File: src/rtl/hydra_pkg.sv
// Shared definitions for the hydra read-side packet sink: header layout, codes, FSM states.
// Pure definitions; no timing or flow-control behaviour lives here.
package hydra_pkg;

  localparam int LEN_MSB  = 15;
  localparam int LEN_LSB  = 7;
  localparam int PRIO_MSB = 6;
  localparam int PRIO_LSB = 4;
  localparam int DEST_MSB = 3;
  localparam int DEST_LSB = 0;

  localparam int LEN_W  = LEN_MSB - LEN_LSB + 1;
  localparam int PRIO_W = PRIO_MSB - PRIO_LSB + 1;
  localparam int DEST_W = DEST_MSB - DEST_LSB + 1;
  localparam int BEAT_W = 9;

  typedef enum logic [2:0] {
    ERR_NONE    = 3'd0,
    ERR_DEST    = 3'd1,
    ERR_SHORT   = 3'd2,
    ERR_LONG    = 3'd3,
    ERR_TIMEOUT = 3'd4,
    ERR_SOP     = 3'd5
  } err_code_e;

  typedef enum logic [2:0] {
    S_IDLE,
    S_REQ,
    S_WAIT_SOP,
    S_WAIT_HDR,
    S_PAYLOAD,
    S_DONE,
    S_GAP
  } state_e;

  // 16-bit words carry two bytes, so an odd byte length rounds up one beat.
  function automatic logic [BEAT_W-1:0] beats_from_len(input logic [LEN_W-1:0] len);
    logic [LEN_W:0] sum;
    sum = {1'b0, len} + (LEN_W + 1)'(1);
    return sum[LEN_W:1];
  endfunction

endpackage

File: src/rtl/sat_counter.sv
// Width-parameterised up-counter that sticks at all-ones; clr wins over inc.
// Result visible one cycle after inc; no backpressure.
module sat_counter #(
  parameter int W = 16
) (
  input  logic         clk,
  input  logic         rst,
  input  logic         clr,
  input  logic         inc,
  output logic [W-1:0] q
);

  always_ff @(posedge clk) begin
    if (rst || clr) begin
      q <= '0;
    end else if (inc && (q != {W{1'b1}})) begin
      q <= q + W'(1);
    end
  end

endmodule

File: src/rtl/port_rx_sink.sv
// Egress packet sink: requests one packet per ready pulse, checks it against its header.
// pkt_done one cycle after rd_eop; next ready READY_GAP+2 cycles after rd_eop; never stalls the switch.
module port_rx_sink
  import hydra_pkg::*;
#(
  parameter logic [DEST_W-1:0] PORT_ID   = 4'd0,
  parameter int                READY_GAP = 4,
  parameter int                TIMEOUT   = 1023
) (
  input  logic               clk,
  input  logic               rst,
  input  logic               enable,
  input  logic               rd_sop,
  input  logic               rd_eop,
  input  logic               rd_vld,
  input  logic [15:0]        rd_data,
  output logic               ready,
  output logic               pkt_done,
  output logic [LEN_W-1:0]   pkt_len,
  output logic [PRIO_W-1:0]  pkt_prio,
  output logic [15:0]        pkt_xor,
  output logic               pkt_err,
  output logic [2:0]         err_code,
  output logic [15:0]        pkt_cnt,
  output logic [15:0]        err_cnt
);

  localparam int              TMO_W    = ($clog2(TIMEOUT + 1) > 10) ? $clog2(TIMEOUT + 1) : 10;
  localparam logic [TMO_W-1:0] TMO_LAST = TMO_W'(TIMEOUT - 1);
  localparam logic [7:0]      GAP_LAST = 8'(READY_GAP - 1);
  localparam bit              GAP_NONE = (READY_GAP == 0);

  state_e              state, state_nxt;
  logic [TMO_W-1:0]    tmo_cnt;
  logic [7:0]          gap_cnt;
  logic [LEN_W-1:0]    len_q, len_d;
  logic [PRIO_W-1:0]   prio_q, prio_d;
  logic [15:0]         xor_q, xor_d;
  err_code_e           code_q, code_d;
  logic [BEAT_W-1:0]   beat_q, beat_nxt, beats_now, exp_beats;
  logic                beat_clr, beat_inc, hdr_take, pkt_end, restart, timeout_hit;
  logic                fin, done_q;

  assign beat_nxt = (beat_q == '1) ? beat_q : beat_q + BEAT_W'(1);
  // A mid-packet sop reports the abandoned packet while parsing of the new one begins.
  assign fin      = pkt_end | restart | timeout_hit;

  always_comb begin
    len_d       = len_q;
    prio_d      = prio_q;
    xor_d       = xor_q;
    code_d      = code_q;
    hdr_take    = 1'b0;
    pkt_end     = 1'b0;
    restart     = 1'b0;
    timeout_hit = 1'b0;
    beat_clr    = 1'b0;
    beat_inc    = 1'b0;
    exp_beats   = beats_from_len(len_q);
    beats_now   = beat_q;
    case (state)
      S_REQ: begin
        len_d    = '0;
        prio_d   = '0;
        xor_d    = '0;
        code_d   = ERR_NONE;
        beat_clr = 1'b1;
      end
      S_WAIT_SOP: begin
        if (!rd_sop && (tmo_cnt == TMO_LAST)) begin
          timeout_hit = 1'b1;
          code_d      = ERR_TIMEOUT;
        end
      end
      S_WAIT_HDR, S_PAYLOAD: begin
        if (rd_sop) begin
          restart = 1'b1;
          if (code_q == ERR_NONE) code_d = ERR_SOP;
        end else if (state == S_WAIT_HDR) begin
          if (rd_vld) begin
            hdr_take  = 1'b1;
            beat_clr  = 1'b1;
            len_d     = rd_data[LEN_MSB:LEN_LSB];
            prio_d    = rd_data[PRIO_MSB:PRIO_LSB];
            exp_beats = beats_from_len(rd_data[LEN_MSB:LEN_LSB]);
            beats_now = '0;
            if (rd_data[DEST_MSB:DEST_LSB] != PORT_ID) code_d = ERR_DEST;
          end
          if (rd_eop) begin
            pkt_end = 1'b1;
            if ((code_d == ERR_NONE) && (!rd_vld || (beats_now < exp_beats))) code_d = ERR_SHORT;
          end
        end else begin
          // The word on an eop beat is counted before the length check.
          if (rd_vld) begin
            beat_inc  = 1'b1;
            xor_d     = xor_q ^ rd_data;
            beats_now = beat_nxt;
            if ((code_d == ERR_NONE) && (beat_q >= exp_beats)) code_d = ERR_LONG;
          end
          if (rd_eop) begin
            pkt_end = 1'b1;
            if ((code_d == ERR_NONE) && (beats_now < exp_beats)) code_d = ERR_SHORT;
          end
        end
      end
      default: ;
    endcase
  end

  always_ff @(posedge clk) begin
    if (rst) state <= S_IDLE;
    else     state <= state_nxt;
  end

  always_comb begin
    state_nxt = state;
    case (state)
      S_IDLE:     if (enable) state_nxt = S_REQ;
      S_REQ:      state_nxt = S_WAIT_SOP;
      S_WAIT_SOP: begin
        if (rd_sop)           state_nxt = S_WAIT_HDR;
        else if (timeout_hit) state_nxt = S_DONE;
      end
      S_WAIT_HDR: begin
        if (restart)       state_nxt = S_WAIT_HDR;
        else if (pkt_end)  state_nxt = S_DONE;
        else if (hdr_take) state_nxt = S_PAYLOAD;
      end
      S_PAYLOAD: begin
        if (restart)      state_nxt = S_WAIT_HDR;
        else if (pkt_end) state_nxt = S_DONE;
      end
      // The idle step is folded into the gap exit so ready lands READY_GAP+2 after eop.
      S_DONE: begin
        if (!GAP_NONE)   state_nxt = S_GAP;
        else if (enable) state_nxt = S_REQ;
        else             state_nxt = S_IDLE;
      end
      S_GAP:      if (gap_cnt == GAP_LAST) state_nxt = enable ? S_REQ : S_IDLE;
      default:    state_nxt = S_IDLE;
    endcase
  end

  always_comb begin
    ready    = (state == S_REQ);
    pkt_done = done_q;
  end

  always_ff @(posedge clk) begin
    if (rst) begin
      tmo_cnt  <= '0;
      gap_cnt  <= '0;
      len_q    <= '0;
      prio_q   <= '0;
      xor_q    <= '0;
      code_q   <= ERR_NONE;
      done_q   <= 1'b0;
      pkt_len  <= '0;
      pkt_prio <= '0;
      pkt_xor  <= '0;
      pkt_err  <= 1'b0;
      err_code <= '0;
    end else begin
      tmo_cnt <= (state == S_WAIT_SOP) ? tmo_cnt + TMO_W'(1) : '0;
      gap_cnt <= (state == S_GAP) ? gap_cnt + 8'd1 : '0;
      done_q  <= fin;
      if (restart) begin
        xor_q  <= '0;
        code_q <= ERR_NONE;
      end else begin
        len_q  <= len_d;
        prio_q <= prio_d;
        xor_q  <= xor_d;
        code_q <= code_d;
      end
      if (fin) begin
        pkt_len  <= len_d;
        pkt_prio <= prio_d;
        pkt_xor  <= xor_d;
        pkt_err  <= (code_d != ERR_NONE);
        err_code <= code_d;
      end
    end
  end

  // Counters step on the same edge as the result fields, so they agree during pkt_done.
  sat_counter #(.W(16)) u_pkt_cnt (
    .clk (clk),
    .rst (rst),
    .clr (1'b0),
    .inc (fin && (code_d == ERR_NONE)),
    .q   (pkt_cnt)
  );

  sat_counter #(.W(16)) u_err_cnt (
    .clk (clk),
    .rst (rst),
    .clr (1'b0),
    .inc (fin && (code_d != ERR_NONE)),
    .q   (err_cnt)
  );

  sat_counter #(.W(BEAT_W)) u_beat_cnt (
    .clk (clk),
    .rst (rst),
    .clr (beat_clr | restart),
    .inc (beat_inc),
    .q   (beat_q)
  );

endmodule

File: config.mk
export PLATFORM = sky130hd
export DESIGN_NAME = port_rx_sink
export DESIGN_NICKNAME = d
export VERILOG_FILES = /design/src/rtl/hydra_pkg.sv /design/src/rtl/sat_counter.sv /design/src/rtl/port_rx_sink.sv
export SDC_FILE = /design/constraint.sdc
export NUM_CORES = 1
export LEC_CHECK = 0
export ABC_AREA = 0
export CORE_ASPECT_RATIO = 1.2
export CORE_MARGIN = 2
export CORE_UTILIZATION = 35
export CTS_BUF_LIST = sky130_fd_sc_hd__clkbuf_8 sky130_fd_sc_hd__clkbuf_16
export DETAILED_ROUTE_END_ITERATION = 8
export GPL_TIMING_DRIVEN = 0
export PLACE_DENSITY = 0.65
export RECOVER_POWER = 50
export SYNTH_ARGS = -nofsm -noshare
export SYNTH_HDL_FRONTEND = slang
export SYNTH_SLANG_ARGS = --single-unit
File: constraint.sdc
create_clock -name clk -period 6.3 [get_ports clk]
set_input_delay 1.26 -clock clk [delete_from_list [all_inputs] [get_ports clk]]
set_output_delay 1.26 -clock clk [all_outputs]
set_load 0.05 [all_outputs]
==> After elaboration in Yosys (flattened, before gate mapping) <==
Cells that the tools add are included.
{ "totals": {"output_inout_bits": 66, "reg_bits": 126, "in_bits": 22, "word_cells": 144} }
{ "classes": {"add_sub_neg": 7, "muxes": 70, "eq_ne": 17, "n_reduce_logical": 25, "magnitude_cmp": 3, "n_bitwise": 6} }
{ "ops": {"columns": ["op", "n"], "rows": [
  ["two-way mux 9 bit", 16],
  ["two-way mux 3 bit", 30],
  ["two-way mux 16 bit", 3],
  ["adder 16 x 1 -> 16 bit (second input constant)", 2],
  ["!= test 16 bit (second input constant)", 2],
  ["one-hot mux 16 bit (2 select lines)", 1],
  ["one-hot mux 3 bit (7 select lines)", 1],
  ["adder 9 x 1 -> 10 bit (second input constant)", 2],
  ["< comparator 9 bit", 2],
  ["one-hot mux 9 bit (2 select lines)", 1],
  ["bitwise XOR 16 bit", 1],
  ["logical NOT 3 bit", 5],
  ["two-way mux 1 bit", 15],
  ["adder 10 x 1 -> 10 bit (second input constant)", 1],
  ["== test 10 bit (second input constant)", 1],
  ["adder 9 x 1 -> 9 bit (second input constant)", 1],
  ["== test 3 bit (second input constant)", 3],
  ["== test 9 bit (second input constant)", 1],
  ["greater-or-equal comparator 9 bit", 1],
  ["logical AND 1 bit", 9],
  ["!= test 9 bit (second input constant)", 1],
  ["one-hot mux 3 bit (3 select lines)", 1],
  ["adder 8 x 1 -> 8 bit (second input constant)", 1],
  ["== test 8 x 2 -> 1 bit (second input constant)", 1],
  ["other kinds (15)", 26]
]} }

==> Longest topological paths before layout <==
{ "depth": {"word_depth": 18, "mapped_depth": 22, "depth_no_buf": 19} }

==> Cells and area by module <==
Synthesis repeated with hierarchy kept, for this count alone.
{ "unflattened": {"hier_cells": 832, "area_unflattened_um2": 6969.2} }
{ "modules_own_cells": {"columns": ["module", "seq_area_each_um2", "cells_per_inst", "area_per_inst_um2", "n_inst"], "rows": [
  ["port_rx_sink", 1701.6, 595, 4844.6, 1],
  ["sat_counter at u_err_cnt ...", 320.3, 95, 847.1, 2],
  ["sat_counter at u_beat_cnt", 180.2, 47, 430.4, 1]
]} }

==> Worst setup path before layout <==
No wires, ideal clock.
{ "synth_path": {"path_kind": "register to register", "from": "register u_beat_cnt.q[0]", "to": "register u_err_cnt.q[3]", "setup_ns": 0.116, "n_path_buf": 2, "slack_ns": 1.824, "path_stages_with_launch": 22, "arrival_time_ns": 4.360, "required_ns": 6.184, "synth_period_minus_slack_ns": 4.476, "path_cell_list": "dfxtp_1 -> ha_1 -> and3_1 -> and3_1 -> and3_1 -> ha_1 -> nor2b_1 -> clkbuf_1 -> nand4_1 -> xnor2_1 -> ha_1 -> a21oi_1 -> nor2b_1 -> or4_1 -> a21oi_1 -> a31oi_1 -> a21oi_1 -> o32ai_4 -> a21oi_2 -> clkbuf_1 -> a21oi_1 -> a31o_2"} }
{ "synth_between": {"elab_chain_len": 17, "elab_cells_between_ends": 34, "cone_classes": "add/sub (1); order compare (3); eq/ne (1); mux (21); reduce/logical (8)"} }
{ "synth_rtl": {"columns": ["item", "line_no", "text"], "rows": [
  ["from (decl)", "sat_counter.sv:10", "output logic [W-1:0] q"],
  ["from (signal assigned)", "sat_counter.sv:17", "q <= q + W'(1);"],
  ["branches (longest 11 deep; another with adder 9 x 1 -> 9 bit)", null, null],
  ["two-way mux 3 bit (*)", "port_rx_sink.sv:79", "end else if (state == S_WAIT_HDR) begin"],
  ["two-way mux 3 bit (*)", "port_rx_sink.sv:76", "if (rd_sop) begin"],
  ["one-hot mux 3 bit (3 select lines) (*)", "port_rx_sink.sv:61", "case (state)"],
  ["nonzero test 3 bit (*)", "port_rx_sink.sv:200", ".inc (fin && (code_d != ERR_NONE)),"],
  ["logical AND 1 bit (*)", "port_rx_sink.sv:200", null],
  ["logical AND 1 bit (*)", "sat_counter.sv:16", "end else if (inc && (q != {W{1'b1}})) begin"],
  ["to (signal assigned)", "sat_counter.sv:17", null],
  ["to (decl)", "sat_counter.sv:10", null]
]} }
Every way passes the cells marked *. The select of a mux whose other input is x is not followed.
A chain may end at the register's enable or synchronous reset.

==> Worst setup path in the final report <==
{ "layout_path": {"from": "input port rd_vld", "to": "register u_err_cnt.q[3]"} }
{ "layout_between": {"elab_chain_len": 15, "elab_cells_between_ends": 38, "cone_classes": "order compare (2); mux (27); reduce/logical (9)"} }
{ "layout_rtl": {"columns": ["item", "line_no", "text"], "rows": [
  ["from (decl)", "port_rx_sink.sv:15", "input logic rd_vld,"],
  ["two-way mux 9 bit", "port_rx_sink.sv:80", "if (rd_vld) begin"],
  ["two-way mux 9 bit", "port_rx_sink.sv:79", null],
  ["two-way mux 9 bit", "port_rx_sink.sv:76", null],
  ["two-way mux 9 bit", "port_rx_sink.sv:61", null],
  ["< comparator 9 bit", "port_rx_sink.sv:91", "if ((code_d == ERR_NONE) && (!rd_vld || (beats_now < exp_beats))) code_d = ERR_SHORT;"],
  ["logical OR 1 bit", "port_rx_sink.sv:91", null],
  ["logical AND 1 bit", "port_rx_sink.sv:91", null],
  ["two-way mux 3 bit", "port_rx_sink.sv:91", null],
  ["two-way mux 3 bit", "port_rx_sink.sv:89", "if (rd_eop) begin"],
  ["two-way mux 3 bit (*)", "port_rx_sink.sv:79", null],
  ["two-way mux 3 bit (*)", "port_rx_sink.sv:76", null],
  ["one-hot mux 3 bit (3 select lines) (*)", "port_rx_sink.sv:61", null],
  ["nonzero test 3 bit (*)", "port_rx_sink.sv:200", null],
  ["logical AND 1 bit (*)", "port_rx_sink.sv:200", null],
  ["logical AND 1 bit (*)", "sat_counter.sv:16", null]
]} }
Mark *: on every way between the ends. The rest lies on a longest branch, timed or not. The select of a mux whose other input is x is not followed.

==> metrics.md <==
| Metric | Value |
|---|---|
| Antenna viol nets, final | 0 |
| WL/cell | 15.6 um |
| Min Tclk post-route | 5.23 ns |
| Mapped cell area | 0.00653 sq mm |
| Cts hold-fix bufs | 0 |
| GR Overflow Total | 0 |
| Slew headroom | 40.6% |
| Die Width | 129 um |
| Critical Path Source | rd_vld |
| Post-synthesis sequential area ratio | 38.6% |
| Clock Sinks | 126 |
| Final net count | 950 |
| Unique masters post-synth | 56 |
| Crit path arrival time | 5.55 ns |
| Fin. max-slew vios | 0 |
| Worst-path maximum fanout | 10 |
| CP Class | primary input to register |
| Sum Neg Setup Slack | 0 ns |
| Status | completed |
| Routed WL | 17700 um |
| Final Cycle Share | 83.0% |
| Final Hold Viols | 0 |
| Skew-Pair Late Insertion Delay | 0.42 ns |
| Clock Tree Buf Depth | 2 |
| Total Routing Usage GR | 18.7% |
| Worst setup EP type | register |
| Die area | 0.0198 sq mm |
| Critical path launch point type | primary input |
| Area share of the largest cell type after synthesis | 38.6% |
| Initial Util | 35.8% |
| Clk slew on worst S/H paths | 0.06 ns |
| H-tree levels | 4 |
| RSZ-0062 raised after global routing | false |
| Post-route cell area | 0.00836 sq mm |
| Num CTS Buffers | 17 |
| Vias in the first global route | 5799 |
| Worst R2R Start | u_beat_cnt.q[0] |
| Skew final | 0.00770 ns |
| EDFF count, synth | 0 |
| Max incr delay on CP | 0.55 ns |
| Post-Synthesis Net Count | 844 |
| Max_cap viols | 0 |
| Placed Area | 0.00767 sq mm |
| # diodes | 0 |
| Final Setup Violations | 0 |
| Tightest Pin Transition | 0.885 ns |
| Cts repair resizes | 0 |
| HPWL after DPL | 12900 um |
| Most common library cells after synthesis | 129 x nor2_1, 126 x dfxtp_1, 56 x a21oi_1 |
| WP data required | 6.62 ns |
| Top area cells in the synthesized netlist | dfxtp_1 39%, nor2_1 7.4%, ha_1 5.4% |
| Worst Hold Class | register to register |
| Critical path buffer and inverter count | 4 |
| 1st-pass router iterations | 4 |
| HP Start | gap_cnt[0] |
| PortBufs | 86 |
| Clock Tree Root | clkbuf_16 |
| Area Overhead vs Synth | 28.1% |
| Share of layout cells above drive strength 1 | 7.01% |
| Cells after synthesis | 794 |
| Initial DRC Count | 303 |
| Syn Area/Cell | 8.22 sq um |
| Peak supply drop | 0.146 mV |
| Gp weighted congestion | 0.832 |
| Yosys reg bits | 126 |
| CP top delay family | buffers and inverters |
| CTS tree | yes |
| Pwr per Cell Area | 284 mW/mm^2 |
| Postcts setup bufs | 0 |
| Die Y | 154 um |
| Vias/cell | 5.30 |
| Largest area contributor in the netlist | dfxtp_1 |
| Initial antenna violation count | 0 |
| Site Rows | 54 |
| CP max stage cell | dlygate4sd3_1 |
| Io pins | 88 |
| Syn. warnings | 0 |
| Pin count of the biggest net entering global routing | 17 |
| CP Cell Sequence | dlygate4sd3_1, clkbuf_1, buf_1, mux2_2, ha_1, a21o_1, a21oi_1, nor2b_1, o21ai_0, o311a_1, o32ai_4, a21oi_2, clkbuf_1, a21oi_1, a31o_2 |
| Fmax | 191 MHz |
| Ys flop type | dfxtp_1 |
| Post-synth ARST share | 0% |
| Number of remaining DRC errors | 0 |
| Top-count cell post-synth | nor2_1 |
| Core footprint | 0.0182 sq mm |
| Leakage | 3.21 nW |
| Via count | 6030 |
| Global-route wire length before repair | 29500 um |
==> final cells by class <==
class | count | area [sq um]
sequential | 126 | 2520
clock inverter | 13 | 234
fill | 1816 | 9880
buffer | 43 | 169
clock buffer | 19 | 453
multi-input combinational | 611 | 3780
inverter | 14 | 52.6
timing repair buffer | 87 | 865
tap | 224 | 280
==> sequential cells by signal (all words and copies together), names as in the netlist, 9 cells and up <==
register / count
len_q: 9
pkt_len: 9
pkt_xor: 16
tmo_cnt: 10
u_beat_cnt.q: 9
u_err_cnt.q: 16
u_pkt_cnt.q: 16
xor_q: 16
==> layout by cell type, fill, tap and decap left out, types with 13 or more instances in the layout <==
cell type          n
xnor2_1           18
or3_1             15
inv_1             14
mux2_2            14
dlygate4sd3_1     68
o21a_1            18
clkbuf_1          39
a211oi_1          29
o21ai_0           24
ha_1              28
nand2_1           49
nand3_1           52
xor2_1            25
clkbuf_16         17
nor2_1           129
nor2b_1           19
nand4_1           13
and3_1            33
clkdlybuf4s50_1   18
dfxtp_1          126
a21oi_1           56
==> final timing paths <==
path                                       end  cells past startpoint  slack, ns
worst max-delay path            u_err_cnt.q[3]                     15       1.07
worst min-delay path                gap_cnt[0]                      1       0.48
worst max register to register  u_err_cnt.q[3]                     21       1.15
worst min register to register      gap_cnt[0]                      1       0.48
==> worst reg2reg max path: stages (launching register included) <==
cell and delay [ns]:
dfxtp_1 0.39, ha_1 0.26, and3_1 0.22, and3_1 0.22
and3_1 0.20, ha_1 0.21, nor2b_1 0.11, clkbuf_1 0.27
nand4_1 0.19, xnor2_1 0.17, ha_1 0.29, a21oi_1 0.15
nor2b_1 0.06, or4_1 0.40, a21oi_1 0.18, a31oi_1 0.10
a21oi_1 0.23, o32ai_4 0.20, a21oi_2 0.42, clkbuf_1 0.45
a21oi_1 0.13, a31o_2 0.22
==> logic make-up after synthesis <==
family	synth area share, %
flops	38.6
xor+xnor	5.77
mux	3.03
fa+ha+maj	5.83
simple gates	25.9
compound gates	17.4
buf+inv	3.39
==> report_power, final <==
part | internal [mW] | switching (mW)
clock | 0.765 | 0.374
combinational | 0.121 | 0.266
sequential | 0.830 | 0.0213
==> through the flow <==
stage | cells | util, % | power, mW | hold slack (ns) | worst slack, ns
floorplan | 794 | - | 1.13 | 0.438 | 1.82
global placement | 1104 | 42.0 | 1.26 | 0.456 | 0.782
detailed placement | 1105 | 42.1 | 1.26 | 0.468 | 0.736
CTS | 1137 | 45.8 | 2.40 | 0.481 | 1.14
global route | 1137 | 45.8 | 2.47 | 0.502 | 0.659
finish | 1137 | 45.8 | 2.38 | 0.479 | 1.07
==> layer usage <==
layer  vias to the layer above  GRT usage [%]  part of all wire, %
met5                         -              0                    0
met4                         0           5.69                  1.6
met3                        23           5.15                  5.5
met2                       129           32.0                   49
met1                      2827           22.7                   44
li1                       3051              -                    -
(Power assumes the default switching activity.)
